==> config.mk <==
export PLATFORM = sky130hd
export DESIGN_NAME = xlnxdemo_axil_master_flat
export DESIGN_NICKNAME = d
export VERILOG_FILES = /design/src/rtl/xlnxdemo_axil_master_if.sv /design/src/rtl/xlnxdemo_axil_master.sv /design/src/flat_wrapper.sv
export SDC_FILE = /design/constraint.sdc
export NUM_CORES = 1
export LEC_CHECK = 0
export CAP_MARGIN = 20
export CORE_ASPECT_RATIO = 1.2
export CORE_MARGIN = 8
export CORE_UTILIZATION = 35
export CTS_CLUSTER_DIAMETER = 120
export CTS_CLUSTER_SIZE = 10
export DETAILED_ROUTE_END_ITERATION = 12
export PLACE_DENSITY = 0.74
export SYNTH_ARGS = -nofsm -noshare
export SYNTH_HDL_FRONTEND = slang
export SYNTH_SLANG_ARGS = --single-unit
==> constraint.sdc <==
create_clock -name M_AXI_ACLK -period 4.8 [get_ports M_AXI_ACLK]
set_clock_uncertainty 0.2 [all_clocks]
set_input_delay 1.44 -clock M_AXI_ACLK [delete_from_list [all_inputs] [get_ports M_AXI_ACLK]]
set_output_delay 1.44 -clock M_AXI_ACLK [all_outputs]
set_load 0.01 [all_outputs]
==> src/rtl/xlnxdemo_axil_master_if.sv <==
// AXI4-Lite bus bundle between the xlnxdemo initiator and its register slave.
// The master modport is the initiator's view; the slave modport mirrors it.
interface xlnxdemo_axil_master_if #(
    parameter int C_M_AXI_ADDR_WIDTH = 7,
    parameter int C_M_AXI_DATA_WIDTH = 32
);
    logic [C_M_AXI_ADDR_WIDTH-1:0]   awaddr;
    logic [2:0]                      awprot;
    logic                            awvalid;
    logic                            awready;
    logic [C_M_AXI_DATA_WIDTH-1:0]   wdata;
    logic [C_M_AXI_DATA_WIDTH/8-1:0] wstrb;
    logic                            wvalid;
    logic                            wready;
    logic [1:0]                      bresp;
    logic                            bvalid;
    logic                            bready;
    logic [C_M_AXI_ADDR_WIDTH-1:0]   araddr;
    logic [2:0]                      arprot;
    logic                            arvalid;
    logic                            arready;
    logic [C_M_AXI_DATA_WIDTH-1:0]   rdata;
    logic [1:0]                      rresp;
    logic                            rvalid;
    logic                            rready;

    modport master (
        output awaddr, awprot, awvalid, wdata, wstrb, wvalid, bready,
        output araddr, arprot, arvalid, rready,
        input  awready, wready, bresp, bvalid, arready, rdata, rresp, rvalid
    );

    modport slave (
        input  awaddr, awprot, awvalid, wdata, wstrb, wvalid, bready,
        input  araddr, arprot, arvalid, rready,
        output awready, wready, bresp, bvalid, arready, rdata, rresp, rvalid
    );
endinterface

==> src/rtl/xlnxdemo_axil_master.sv <==
// AXI4-Lite initiator: one command in, one single-beat read or write on the bus,
// one response out. Only one transaction is ever in flight.
module xlnxdemo_axil_master #(
    parameter int C_M_AXI_ADDR_WIDTH = 7,
    parameter int C_M_AXI_DATA_WIDTH = 32
) (
    input  logic                            M_AXI_ACLK,
    input  logic                            M_AXI_ARESET,
    input  logic                            cmd_valid,
    output logic                            cmd_ready,
    input  logic                            cmd_write,
    input  logic [C_M_AXI_ADDR_WIDTH-1:0]   cmd_addr,
    input  logic [C_M_AXI_DATA_WIDTH-1:0]   cmd_wdata,
    input  logic [C_M_AXI_DATA_WIDTH/8-1:0] cmd_wstrb,
    output logic                            rsp_valid,
    input  logic                            rsp_ready,
    output logic                            rsp_write,
    output logic [C_M_AXI_DATA_WIDTH-1:0]   rsp_rdata,
    output logic [1:0]                      rsp_resp,
    output logic                            busy,
    xlnxdemo_axil_master_if.master          m_axi
);
    typedef enum logic [2:0] {IDLE, WR, WR_B, RD_A, RD_D, RSP} state_t;

    state_t                        state;
    logic [C_M_AXI_ADDR_WIDTH-1:0] addr_aligned;
    logic                          aw_fin;
    logic                          w_fin;

    assign addr_aligned = cmd_addr & ~C_M_AXI_ADDR_WIDTH'(3);

    // A channel is finished once its valid has dropped or it handshakes this cycle.
    assign aw_fin = !m_axi.awvalid || m_axi.awready;
    assign w_fin  = !m_axi.wvalid  || m_axi.wready;

    // NOTE: cmd_ready is gated by the reset input so it is low in every reset cycle,
    // not just after the first reset edge.
    assign cmd_ready = (state == IDLE) && !M_AXI_ARESET;
    assign busy      = (state != IDLE);

    assign m_axi.awprot = 3'b000;
    assign m_axi.arprot = 3'b000;

    // NOTE: all state and outputs use non-blocking assignments so every branch
    // below sees the pre-edge values, independent of statement order.
    always_ff @(posedge M_AXI_ACLK) begin
        if (M_AXI_ARESET) begin
            state         <= IDLE;
            m_axi.awaddr  <= '0;
            m_axi.awvalid <= 1'b0;
            m_axi.wdata   <= '0;
            m_axi.wstrb   <= '0;
            m_axi.wvalid  <= 1'b0;
            m_axi.bready  <= 1'b0;
            m_axi.araddr  <= '0;
            m_axi.arvalid <= 1'b0;
            m_axi.rready  <= 1'b0;
            rsp_valid     <= 1'b0;
            rsp_write     <= 1'b0;
            rsp_rdata     <= '0;
            rsp_resp      <= '0;
        end else begin
            case (state)
                IDLE: begin
                    if (cmd_valid) begin
                        if (cmd_write) begin
                            m_axi.awaddr  <= addr_aligned;
                            m_axi.wdata   <= cmd_wdata;
                            m_axi.wstrb   <= cmd_wstrb;
                            m_axi.awvalid <= 1'b1;
                            m_axi.wvalid  <= 1'b1;
                            state         <= WR;
                        end else begin
                            m_axi.araddr  <= addr_aligned;
                            m_axi.arvalid <= 1'b1;
                            state         <= RD_A;
                        end
                    end
                end
                WR: begin
                    if (m_axi.awvalid && m_axi.awready) m_axi.awvalid <= 1'b0;
                    if (m_axi.wvalid && m_axi.wready)   m_axi.wvalid  <= 1'b0;
                    if (aw_fin && w_fin) begin
                        m_axi.bready <= 1'b1;
                        state        <= WR_B;
                    end
                end
                WR_B: begin
                    if (m_axi.bvalid) begin
                        m_axi.bready <= 1'b0;
                        rsp_resp     <= m_axi.bresp;
                        rsp_rdata    <= '0;
                        rsp_write    <= 1'b1;
                        rsp_valid    <= 1'b1;
                        state        <= RSP;
                    end
                end
                RD_A: begin
                    if (m_axi.arready) begin
                        m_axi.arvalid <= 1'b0;
                        m_axi.rready  <= 1'b1;
                        state         <= RD_D;
                    end
                end
                RD_D: begin
                    if (m_axi.rvalid) begin
                        m_axi.rready <= 1'b0;
                        rsp_resp     <= m_axi.rresp;
                        rsp_rdata    <= m_axi.rdata;
                        rsp_write    <= 1'b0;
                        rsp_valid    <= 1'b1;
                        state        <= RSP;
                    end
                end
                RSP: begin
                    if (rsp_ready) begin
                        rsp_valid <= 1'b0;
                        state     <= IDLE;
                    end
                end
                default: state <= IDLE;
            endcase
        end
    end
endmodule

==> src/flat_wrapper.sv <==
// flat-port wrapper written by rule: the top's interface ports become plain ports
module xlnxdemo_axil_master_flat 
#(
    parameter int C_M_AXI_ADDR_WIDTH = 7,
    parameter int C_M_AXI_DATA_WIDTH = 32
)
  (M_AXI_ACLK, M_AXI_ARESET, cmd_valid, cmd_ready, cmd_write, cmd_addr, cmd_wdata, cmd_wstrb, rsp_valid, rsp_ready, rsp_write, rsp_rdata, rsp_resp, busy, m_axi_awaddr, m_axi_awprot, m_axi_awvalid, m_axi_wdata, m_axi_wstrb, m_axi_wvalid, m_axi_bready, m_axi_araddr, m_axi_arprot, m_axi_arvalid, m_axi_rready, m_axi_awready, m_axi_wready, m_axi_bresp, m_axi_bvalid, m_axi_arready, m_axi_rdata, m_axi_rresp, m_axi_rvalid);
  xlnxdemo_axil_master_if #(.C_M_AXI_ADDR_WIDTH(C_M_AXI_ADDR_WIDTH), .C_M_AXI_DATA_WIDTH(C_M_AXI_DATA_WIDTH)) m_axi_i ();
  input  logic M_AXI_ACLK;
  input  logic M_AXI_ARESET;
  input  logic cmd_valid;
  output logic cmd_ready;
  input  logic cmd_write;
  input  logic [C_M_AXI_ADDR_WIDTH-1:0] cmd_addr;
  input  logic [C_M_AXI_DATA_WIDTH-1:0] cmd_wdata;
  input  logic [C_M_AXI_DATA_WIDTH/8-1:0] cmd_wstrb;
  output logic rsp_valid;
  input  logic rsp_ready;
  output logic rsp_write;
  output logic [C_M_AXI_DATA_WIDTH-1:0] rsp_rdata;
  output logic [1:0] rsp_resp;
  output logic busy;
  output wire logic [$bits(m_axi_i.awaddr)-1:0] m_axi_awaddr;
  output wire logic [$bits(m_axi_i.awprot)-1:0] m_axi_awprot;
  output wire logic [$bits(m_axi_i.awvalid)-1:0] m_axi_awvalid;
  output wire logic [$bits(m_axi_i.wdata)-1:0] m_axi_wdata;
  output wire logic [$bits(m_axi_i.wstrb)-1:0] m_axi_wstrb;
  output wire logic [$bits(m_axi_i.wvalid)-1:0] m_axi_wvalid;
  output wire logic [$bits(m_axi_i.bready)-1:0] m_axi_bready;
  output wire logic [$bits(m_axi_i.araddr)-1:0] m_axi_araddr;
  output wire logic [$bits(m_axi_i.arprot)-1:0] m_axi_arprot;
  output wire logic [$bits(m_axi_i.arvalid)-1:0] m_axi_arvalid;
  output wire logic [$bits(m_axi_i.rready)-1:0] m_axi_rready;
  input wire logic [$bits(m_axi_i.awready)-1:0] m_axi_awready;
  input wire logic [$bits(m_axi_i.wready)-1:0] m_axi_wready;
  input wire logic [$bits(m_axi_i.bresp)-1:0] m_axi_bresp;
  input wire logic [$bits(m_axi_i.bvalid)-1:0] m_axi_bvalid;
  input wire logic [$bits(m_axi_i.arready)-1:0] m_axi_arready;
  input wire logic [$bits(m_axi_i.rdata)-1:0] m_axi_rdata;
  input wire logic [$bits(m_axi_i.rresp)-1:0] m_axi_rresp;
  input wire logic [$bits(m_axi_i.rvalid)-1:0] m_axi_rvalid;
  assign m_axi_awaddr = m_axi_i.awaddr;
  assign m_axi_awprot = m_axi_i.awprot;
  assign m_axi_awvalid = m_axi_i.awvalid;
  assign m_axi_wdata = m_axi_i.wdata;
  assign m_axi_wstrb = m_axi_i.wstrb;
  assign m_axi_wvalid = m_axi_i.wvalid;
  assign m_axi_bready = m_axi_i.bready;
  assign m_axi_araddr = m_axi_i.araddr;
  assign m_axi_arprot = m_axi_i.arprot;
  assign m_axi_arvalid = m_axi_i.arvalid;
  assign m_axi_rready = m_axi_i.rready;
  assign m_axi_i.awready = m_axi_awready;
  assign m_axi_i.wready = m_axi_wready;
  assign m_axi_i.bresp = m_axi_bresp;
  assign m_axi_i.bvalid = m_axi_bvalid;
  assign m_axi_i.arready = m_axi_arready;
  assign m_axi_i.rdata = m_axi_rdata;
  assign m_axi_i.rresp = m_axi_rresp;
  assign m_axi_i.rvalid = m_axi_rvalid;
  xlnxdemo_axil_master #(.C_M_AXI_ADDR_WIDTH(C_M_AXI_ADDR_WIDTH), .C_M_AXI_DATA_WIDTH(C_M_AXI_DATA_WIDTH)) u_core (.M_AXI_ACLK(M_AXI_ACLK), .M_AXI_ARESET(M_AXI_ARESET), .cmd_valid(cmd_valid), .cmd_ready(cmd_ready), .cmd_write(cmd_write), .cmd_addr(cmd_addr), .cmd_wdata(cmd_wdata), .cmd_wstrb(cmd_wstrb), .rsp_valid(rsp_valid), .rsp_ready(rsp_ready), .rsp_write(rsp_write), .rsp_rdata(rsp_rdata), .rsp_resp(rsp_resp), .busy(busy), .m_axi(m_axi_i));
endmodule
==> run metrics <==
HPWL Detailed=between 7000 and 8000 µm; Initial DRC Count=154; Min-Delay Path Class=reg2reg; clock sink total=90; TritonCTS Buffers=9; RSZ-0062 raised after global routing=no; crit end category=output port; fin crit period=3.86 ns; Placer Congestion=around 0.75; CTS tree=yes; DR top layer=met4; most frequent cells in the layout=clkdlybuf4s50_1, dfxtp_1, nand2_1, a21oi_1; Slew Limit Fails=0; crit path DAT=between 2 and 2.5 ns; CTS H-tree depth=3; clock power share=0.294; layout cells sized above 1=0.160; number of port buffers=175; worst path cell trace=buf_4 > nor2_1 > clkdlybuf4s50_1; register area=between 1500 and 2000 µm²; Crit Path Class=in2out; Worst Slack Setup Final=0.939 ns; total track usage=0.147; CTS resizes=0; synthesized instance count=roughly 390; post-detailed-route wirelength per cell=~16 µm; multi-input combinational cell area=between 1500 and 2000 µm²; Slowest cell on crit path=clkdlybuf4s50_1; I/O Pins=188; hold buffers post-CTS=0; Post-Route M1 WL=between 4000 and 5000 µm; Net Sw Power=738 µW; Reg power frac=0.389; leakage power=between 0.002 and 0.0025 µW; drt total wl=~11000 µm; warnings from Yosys=0; DR vias/cell=4.73; Sw Ratio=0.306; pwr dens=about 420 nW/µm²; sequential area share after synthesis=0.487; vias in the first global route=about 3200; Mapped Area=3700 µm²; required time of the critical path=about 3.2 ns; clock buffer depth=2; Chip Height=~130 µm; clock transition at the registers of the reported paths=0.06 ns; Setup WS pre-CTS=about 0.94 ns; met3 wire len=between 1000 and 1500 µm; Area Overhead vs Synth=53.6%; number of setup buffers added after CTS=0; ANT nets after route=0; status=complete, no violations; DRC=0; metal2 WL=approximately 5300 µm; first-pass GRT wire length=about 16000 µm; Clock Latency Late Sink=between 0.3 and 0.4 ns; Critical Path Fanout Max=2; Rel. slew slack=0.249; Min-Delay Path Depth=2; FMAX=about 0.26 GHz; Util after Layout=0.545; Worst path max stage delay=between 0.5 and 0.6 ns; Yosys cell types=40; FF+latch count, synth=90; Setup Viol. Count Final=0; root buf cell=clkbuf_16; P_int=1670 µW; site row count=between 40 and 50; Final Hold Viols=0; post-layout net count=640; Die W=110 µm; initial antenna violation count=0; Least-Margin Pin Slew=about 1.1 ns; Comb pwr share=0.316; final setup TNS=0 ns; number of synthesized flops with an enable pin=0; routed vias=between 3000 and 4000; Antenna Cells=0; fillers=about 950; core area=between 10000 and 15000 µm²; maximum vdd drop=between 150 and 200 µV; Power, Total=around 2400 µW; Syn Area/Cell=around 9.4 µm²; Post-synth top flop=dfxtp_1; startpoint types=input pin; Period Utilization, post-route=0.804; most common cell after layout, fill and taps aside=clkdlybuf4s50_1; worst reg2reg path depth=4; largest net degree at the start of global routing=90; fraction of registers with async set/reset=0; global route total overflow=0; die area=around 14000 µm²; final hold slack=0.254 ns; first drt pass iteration count=4; Max-Cap Viols=0; starting density of the core=0.355
[power groups by stage]
| stage | clock (µW) | combinational, µW | sequential [µW] |
|---|---|---|---|
| after CTS | 733 | 777 | 939 |
| after global routing | 768 | 834 | 954 |
| after floorplan | 0 | 479 | 951 |
| after detailed placement | 0 | 774 | 955 |
| after global placement | 0 | 761 | 947 |
| final | 710 | 763 | 939 |
[registers in the layout (all words and copies together) (netlist names), 2 cells and up]
signal / count
u_core.state: 3
u_core.m_axi.wstrb: 4
u_core.m_axi.wdata: 32
u_core.m_axi.awaddr: 5
u_core.rsp_rdata: 32
u_core.rsp_resp: 2
u_core.m_axi.araddr: 5
[worst max-delay path: cells and delay by family]
kind | cells | cell delay [ns]
buf+inv | 2 | 0.68
simple gates | 1 | 0.10
[layout make-up]
class	instances	share of cell area
flip-flops and latches	90	0.317
multi-input cells	265	0.283
repair buffers	180	0.315
well taps	129	0.0284
inverters	5	0.00330
clock buffers	13	0.0476
clock inverters	2	0.00617
[per-layer routing]
layer,up-vias,global-route usage
met5,-,0
met4,0,0.0518
met3,9,0.0610
met2,117,0.247
met1,1496,0.161
li1,1615,-
[through the flow]
stage,std cells,area (µm²)
3_3_place_gp,669,5370
6_report,684,5680
5_1_grt,684,5680
2_1_floorplan,401,3730
4_1_cts,684,5680
3_5_place_dp,669,5370
[kinds of logic after synthesis]
logic type,synth area share
AO/OA/AOI/OAI,0.194
buffers and inverters,0.0883
flip-flops,0.487
multiplexers,0.0332
other,0.00101
AND/OR/NAND/NOR,0.196
[Yosys cell counts (2+ instances only)]
library cell / number / area, µm²
a31oi_1: 2 / 12.5
clkbuf_1: 12 / 45.0
nor3_1: 3 / 15.0
nand3_1: 2 / 10.0
nor2_1: 15 / 56.3
o21ai_0: 4 / 20.0
nor4_1: 2 / 12.5
dfxtp_1: 90 / 1800
a22oi_2: 29 / 363
a22oi_1: 4 / 30.0
nand2b_1: 2 / 12.5
and2_1: 2 / 12.5
mux2_2: 2 / 22.5
buf_2: 6 / 30.0
nand3b_1: 2 / 15.0
inv_1: 4 / 15.0
buf_12: 3 / 60.1
a21oi_1: 44 / 220
a21o_1: 2 / 15.0
mux2i_1: 10 / 100
nor2_2: 29 / 181
buf_4: 12 / 90.1
nand2_1: 88 / 330
buf_6: 7 / 78.8
[path summary, 6_finish.rpt]
path | endpoint | slack, ns | from
worst min-delay path | u_core.m_axi.wdata[29] | 0.25 | u_core.m_axi.wdata[29]
worst max-delay path | cmd_ready | 0.94 | M_AXI_ARESET
worst max register to register | u_core.rsp_rdata[3] | 2.20 | u_core.state[2]
worst min register to register | u_core.m_axi.wdata[29] | 0.25 | u_core.m_axi.wdata[29]
Note: power is estimated with default switching activity, not from simulation.
